## src/rtl/mem_pkg.sv

```systemverilog
// Shared definitions for the memory interface stage and the RAM it feeds.
package mem_pkg;

    // Default RAM geometry, shared with the RAM instance
    localparam int MEM_DEPTH = 9;
    localparam int MEM_WIDTH = 32;

    // Wait-state counter width (WAIT_STATES up to 15)
    localparam int CNT_W = 4;

    typedef enum logic [1:0] {
        IDLE    = 2'd0,
        RD_WAIT = 2'd1,
        WR      = 2'd2,
        DONE    = 2'd3
    } state_t;

endpackage

```

## src/rtl/ld_reg.sv

```systemverilog
// Load-enabled register with asynchronous active-high clear; used for MAR and MDR.
module ld_reg #(
    parameter int WIDTH = 32
) (
    input  logic             clk,
    input  logic             clr,
    input  logic             i_ld,
    input  logic [WIDTH-1:0] i_d,
    output logic [WIDTH-1:0] o_q
);

    // Hold value unless load is asserted; clear wins asynchronously
    always_ff @(posedge clk or posedge clr) begin
        if (clr) begin
            o_q <= '0;
        end else if (i_ld) begin
            o_q <= i_d;
        end
    end

endmodule

```

## src/rtl/mem_ctrl.sv

```systemverilog
// Memory interface stage: owns MAR/MDR, sequences RAM reads (with wait
// states) and single-cycle writes, and reports busy/done to the control unit.
module mem_ctrl
    import mem_pkg::*;
#(
    parameter int DEPTH       = MEM_DEPTH,
    parameter int WIDTH       = MEM_WIDTH,
    parameter int WAIT_STATES = 1
) (
    input  logic             clk,
    input  logic             clr,
    input  logic [WIDTH-1:0] bus_in,
    input  logic             mar_in,
    input  logic             mdr_in,
    input  logic             read,
    input  logic             write,
    output logic [WIDTH-1:0] mdr_q,
    output logic [DEPTH-1:0] mar_q,
    output logic             busy,
    output logic             done,
    output logic [DEPTH-1:0] ram_addr,
    output logic [WIDTH-1:0] ram_w_data,
    output logic             ram_wr_en,
    input  logic [WIDTH-1:0] ram_r_data
);

    localparam logic [CNT_W-1:0] WS_INIT = CNT_W'(WAIT_STATES);
    localparam logic [CNT_W-1:0] CNT_ONE = CNT_W'(1);

    state_t           r_state;
    state_t           w_state_nxt;
    logic [CNT_W-1:0] r_cnt;
    logic [CNT_W-1:0] w_cnt_nxt;
    logic             w_busy;
    logic             w_capture;
    logic             w_mar_ld;
    logic             w_mdr_ld;
    logic [WIDTH-1:0] w_mdr_d;

    // State register and wait-state counter
    always_ff @(posedge clk or posedge clr) begin
        if (clr) begin
            r_state <= IDLE;
            r_cnt   <= '0;
        end else begin
            r_state <= w_state_nxt;
            r_cnt   <= w_cnt_nxt;
        end
    end

    // Next-state logic plus outputs decoded from the current state
    always_comb begin
        w_state_nxt = r_state;
        w_cnt_nxt   = r_cnt;
        w_capture   = 1'b0;
        w_busy      = 1'b1;
        done        = 1'b0;
        ram_wr_en   = 1'b0;
        case (r_state)
            IDLE: begin
                w_busy = 1'b0;
                // Write wins when both requests arrive together
                if (write) begin
                    w_state_nxt = WR;
                end else if (read) begin
                    w_state_nxt = RD_WAIT;
                    w_cnt_nxt   = WS_INIT;
                end
            end
            RD_WAIT: begin
                if (r_cnt == '0) begin
                    w_capture   = 1'b1;
                    w_state_nxt = DONE;
                end else begin
                    w_cnt_nxt = r_cnt - CNT_ONE;
                end
            end
            WR: begin
                ram_wr_en   = 1'b1;
                w_state_nxt = DONE;
            end
            DONE: begin
                done        = 1'b1;
                w_state_nxt = IDLE;
            end
            default: begin
                w_state_nxt = IDLE;
            end
        endcase
    end

    // Host loads are only honoured in IDLE so the RAM sees stable MAR/MDR
    assign w_mar_ld = mar_in & ~w_busy;
    assign w_mdr_ld = (mdr_in & ~w_busy) | w_capture;
    assign w_mdr_d  = w_capture ? ram_r_data : bus_in;

    ld_reg #(.WIDTH(DEPTH)) u_mar (
        .clk  (clk),
        .clr  (clr),
        .i_ld (w_mar_ld),
        .i_d  (bus_in[DEPTH-1:0]),
        .o_q  (mar_q)
    );

    ld_reg #(.WIDTH(WIDTH)) u_mdr (
        .clk  (clk),
        .clr  (clr),
        .i_ld (w_mdr_ld),
        .i_d  (w_mdr_d),
        .o_q  (mdr_q)
    );

    assign busy       = w_busy;
    assign ram_addr   = mar_q;
    assign ram_w_data = mdr_q;

endmodule

```

## config.mk

```make
export PLATFORM = sky130hd
export DESIGN_NAME = mem_ctrl
export DESIGN_NICKNAME = d
export VERILOG_FILES = /design/src/rtl/mem_pkg.sv /design/src/rtl/ld_reg.sv /design/src/rtl/mem_ctrl.sv
export SDC_FILE = /design/constraint.sdc
export NUM_CORES = 1
export LEC_CHECK = 0
export CAP_MARGIN = 15
export CORE_MARGIN = 3
export CORE_UTILIZATION = 30
export CTS_BUF_LIST = sky130_fd_sc_hd__clkbuf_16
export DETAILED_ROUTE_END_ITERATION = 8
export PLACE_DENSITY = 0.67
export REMOVE_ABC_BUFFERS = 1
export SKIP_LAST_GASP = 1
export SYNTH_ARGS = -nofsm -noshare
export SYNTH_HDL_FRONTEND = slang
export SYNTH_SLANG_ARGS = --single-unit
```

## constraint.sdc

```tcl
create_clock -name clk -period 2.16 [get_ports clk]
set_input_delay 0.324 -clock clk [delete_from_list [all_inputs] [get_ports clk]]
set_output_delay 0.324 -clock clk [all_outputs]
set_load 0.02 [all_outputs]
```

# --- Yosys cells after proc, flatten, opt, wreduce, memory -nomap -nowiden ---
# Cells that the tools add are included.
totals:
  reg_bits: 47
  input_bits: 70
  output_inout_bits: 85
  word_cells: 35
op_classes:
  addsub: 1
  n_eq_ne: 8
  muxes: 14
  n_bitwise: 3
  n_reduce_logical: 5
op_table:
  columns: ["operator", "count"]
  rows:
  - ["$mux 32", 1]
  - ["$mux 4", 3]
  - ["$ne 2x2->1 const B", 4]
  - ["$pmux 2 s4", 1]
  - ["$pmux 4 s2", 1]
  - ["$mux 2", 3]
  - ["$mux 1", 5]
  - ["$eq 2x2->1 const B", 2]
  - ["$logic_not 4->1", 1]
  - ["$reduce_and 4->1", 1]
  - ["$sub 4x1->4 const B", 1]
  - ["$ne 3x3->1 const B", 1]
  - ["$and 1x1->1", 2]
  - ["$eq 2x1->1 const B", 1]
  - ["$logic_not 2->1", 1]
  - ["$reduce_and 2->1", 1]
  - ["$reduce_bool 2->1", 1]
  - ["$or 1x1->1", 1]

# --- Depth between registers and ports, before layout ---
depth:
  depth_word: 4
  ltp_mapped: 8
  ltp_nobuf: 5

# --- By module ---
# A second synthesis with hierarchy kept.
unflattened:
  hier_cells: 223
  area_unflattened_um2: 3064.2
by_module_without_submodules:
  columns: ["mod", "n_inst", "cells_each", "area_each_um2", "seq_area_each_um2"]
  rows:
  - ["ld_reg at u_mdr", 1, 69, 1348.8, 800.8]
  - ["mem_ctrl", 1, 134, 1340.0, 150.1]
  - ["ld_reg at u_mar", 1, 20, 375.4, 225.2]

# --- Least setup slack after synthesis ---
# OpenSTA, ideal clock, no wires.
synth_timing:
  kind: "reg2reg"
  from: "register r_state[0]"
  to: "register r_cnt[0]"
  setup_time_ps: 125
  arrival_time_ps: 1571
  slack_ps: 464
  stages_incl_launch_ff: 7
  n_path_buf: 1
  period_less_slack_ps: 1696
  cell_sequence: "dfrtp_1 -> inv_1 -> ha_1 -> clkbuf_2 -> mux2_2 -> nand3b_4 -> mux2_4"
synth_via:
  elab_chain_cells: 3
synth_rtl:
  columns: ["element", "line", "source"]
  rows:
  - ["start, declared", "mem_ctrl.sv:30", "state_t r_state;"]
  - ["start signal, assigned", "mem_ctrl.sv:46", "r_state <= w_state_nxt;"]
  - ["$eq 2x1->1 or $logic_not 2->1 (tied branches)", "mem_ctrl.sv:59", "case (r_state)"]
  - ["$ne 2x2->1 (no line) or $reduce_bool 2->1 (tied branches)", null, null]
  - ["$reduce_and 4->1 (no line)", null, null]
  - ["end signal, assigned", "mem_ctrl.sv:47", "r_cnt <= w_cnt_nxt;"]
  - ["end, declared", "mem_ctrl.sv:32", "logic [CNT_W-1:0] r_cnt;"]
# Several ways; a longest one is shown, not always the timed one.
# A chain may end at the register's enable or synchronous reset.

# --- Final worst setup path ---
layout_timing:
  from: "register r_state[1]"
  to: "output port busy"
layout_via:
  elab_chain_cells: 2
layout_rtl:
  columns: ["element", "line", "source"]
  rows:
  - ["$logic_not 2->1", "mem_ctrl.sv:59", null]
  - ["$mux 1", "mem_ctrl.sv:59", null]
  - ["end, declared", "mem_ctrl.sv:19", "output logic busy,"]
# No other way between the ends.

==> flow_summary.toml <==
[logic_synthesis]
synth-seq-cells = 47
syn_area_mm2 = 0.002590
syn_avg_cell_area_um2 = 10.40
yosysSeqAreaShare = 0.4541
synth_top_area_cell = "dfrtp_1"
synth_top_area_frac = 0.4541
syn_inst = 249
yosys_warnings = 0
yosysUniqueCellTypes = 28
synth.area.top_cells = "dfrtp_1 (45%), mux2i_1 (13%), buf_4 (12%), o21ai_0 (6.2%), nand2_1 (5.4%)"

[timing]
layout_min_cycle_time_ns = 2.017
setup_viol = 0
grt_setup_unrepaired = "no"
worst_clock_skew_ns = 0.004406
fmax_mhz = 495.7
max_slew_margin = 0.6425
finalCritPeriodShare = 0.9340
finalHoldViolCount = 0
tns_ns = 0
fin_ws_ns = 0.1425
tightestPinTransition_ns = 0.5354
maxSlewViolCount = 0

[die]
initial_core_util = 0.3121
die_h_um = 98.92
fp.coreArea_mm2 = 0.008299
std_cell_rows = 33
ioPinCount = 155
die_area_mm2 = 0.009784
die_x_um = 98.92

[job]
max_cap_violations = 0

[finish]
final_cell_mix = "clkdlybuf4s50_1 (154), dfrtp_1 (47), nand2_1 (37)"
layout_commonest_cell = "clkdlybuf4s50_1"
fin_cells = 467
drive_gt1_frac = 0.07182
syn2layout_area_growth_pct = 58.60
num-nets-final = 437
final_cell_area_mm2 = 0.004108
fin_util = 0.4949
n_antenna_cell = 0

[critical_path]
cp-start-kind = "register"
cpMostUsedCell = "inv_1"
cp_num_buf_inv = 3
cp.required_ns = 1.84
end_kind = "output pin"
timing.rr.start = "r_state[0]"
r2r_end = "u_mdr.o_q[28]"
worst-setup-path-type = "reg2out"
r2r_cells = 6
r2r_setup_slack_ns = 0.35
crit_arrival_ns = 1.69
worst_path_max_delay_cell = "clkdlybuf4s50_1"
max_stage_delay_ns = 0.59
path_cells = "inv_1 -> ha_1 -> inv_1 -> clkdlybuf4s50_1"
worst-path-max-fanout = 5
cp_top_family = "buffers and inverters"

[drt]
drt-wirelength-per-cell_um = 14.44
ant_nets = 0
vias = 2121
avgViaCountPerCell = 4.542
dr.pass1.iters = 4
drc = 0
drt_iter0_markers = 74
totalWireLength_um = 6745

[cts]
cts_made_buffers = 5
postCtsSetupRepairBufs = 0
cts_buffer_depth = 2
cts_sinks = 47
h-tree-depth = 2
cts_resized = 0
postCtsHoldBufs = 0
clk_pin_slew_ns = 0.06
clock_latency_ns = 0.28
tritoncts = "done"
clockRootBuffer = "clkbuf_16"

[global_route]
antenna_found_initial = 0
grt_pass1_vias = 2164
grt_max_degree = 65
grt_overflow = 0
grt_pass1_wl_um = 10830
grt_use_total = 0.1355

[hold_path]
hp-class = "in2async"

[power_and_ir_drop]
ir_drop_mv = 0.7836
swShare = 0.4108
switching_power_mw = 2.652
power_density_mw_per_mm2 = 1571
p_leak_nw = 1.835
p_int_mw = 3.803
p_seq_frac = 0.262
clock_power_share = 0.113
p_comb_frac = 0.625

[placed_design]
io_buffers = 154
gp_congestion = 0.7447
dpl_cell_area_mm2 = 0.003970
placedCellCount = 459
place_ws_ns = 0.3458
dp_hpwl_um = 5155

[outcome]
status = "finished clean"
==> cell families after synthesis <==
logic type / share of synthesized area
AO/OA/AOI/OAI: 0.08165
adder cells (fa/ha/maj): 0.02898
buffers and inverters: 0.1556
flip-flops: 0.4541
multiplexers: 0.1768
AND/OR/NAND/NOR: 0.1029
==> power groups by stage <==
stage	combinational, mW	sequential, mW	clock [mW]
2_1_floorplan	1.07	2.63	0
3_3_place_gp	4.03	1.69	0
3_5_place_dp	4.09	1.70	0
4_1_cts	4.09	1.70	0.761
5_1_grt	4.30	1.77	0.784
6_report	4.04	1.69	0.731
==> flip-flops by register name, summed over array words and instances (netlist names) <==
name	flops
r_cnt	4
r_state	2
u_mar.o_q	9
u_mdr.o_q	32
==> metrics by stage <==
| step | power, mW | hold slack, ns |
|---|---|---|
| CTS | 6.553 | 0.4407 |
| global placement | 5.718 | 0.5138 |
| detailed placement | 5.787 | 0.5264 |
| finish | 6.454 | 0.4142 |
| global route | 6.856 | 0.4672 |
| floorplan | 3.699 | 0.4408 |
==> worst reg2reg max path: cells and delay by family (launching register included) <==
kind                     cells  cell delay (ns)
AND/OR/NAND/NOR              1             0.30
AO/OA/AOI/OAI                1             0.09
adder cells (fa/ha/maj)      1             0.31
buffers and inverters        2             0.42
flip-flops                   1             0.41
multiplexers                 1             0.16
==> Yosys cell counts, drive strengths merged <==
master   instances
dfrtp           47
inv              8
o2bb2ai          2
and3b            1
and4bb           1
mux2i           33
nand3            3
a32oi            1
nand3b           4
nand2           38
or2              1
mux2            11
nand2b           2
o211ai           1
and3             1
o21ai           32
or3b             1
nor3             1
ha               6
clkbuf           3
buf             50
a22o             2
==> routing by layer <==
| layer | wire length, µm | GRT usage | up-vias |
|---|---|---|---|
| met4 | 55 | 0.03466 | 0 |
| met5 | 0 | 0 | - |
| met1 | 2813 | 0.1696 | 1012 |
| met2 | 3444 | 0.2407 | 85 |
| met3 | 431 | 0.02335 | 4 |
| li1 | - | - | 1020 |
==> layout make-up <==
type	instances	area [µm²]
inverters	8	30.03
fillers	762	4192
clock inverters	3	12.51
well taps	105	131.4
flip-flops and latches	47	1176
clock buffers	5	125.1
repair buffers	158	1622
multi-input cells	141	1011
==> how the worst max path moves through the flow <==
stage | from | cells after the start | end | slack [ns]
after CTS | r_state[1] | 4 | busy | 0.12
after detailed placement | r_state[0] | 6 | u_mdr.o_q[28] | 0.35
final | r_state[1] | 4 | busy | 0.14
after floorplan | r_state[1] | 5 | r_cnt[0] | 0.14
after global placement | r_state[1] | 5 | r_cnt[0] | 0.42
after global routing | r_state[1] | 4 | busy | 0.05
Power figures use the tool's default switching activity.
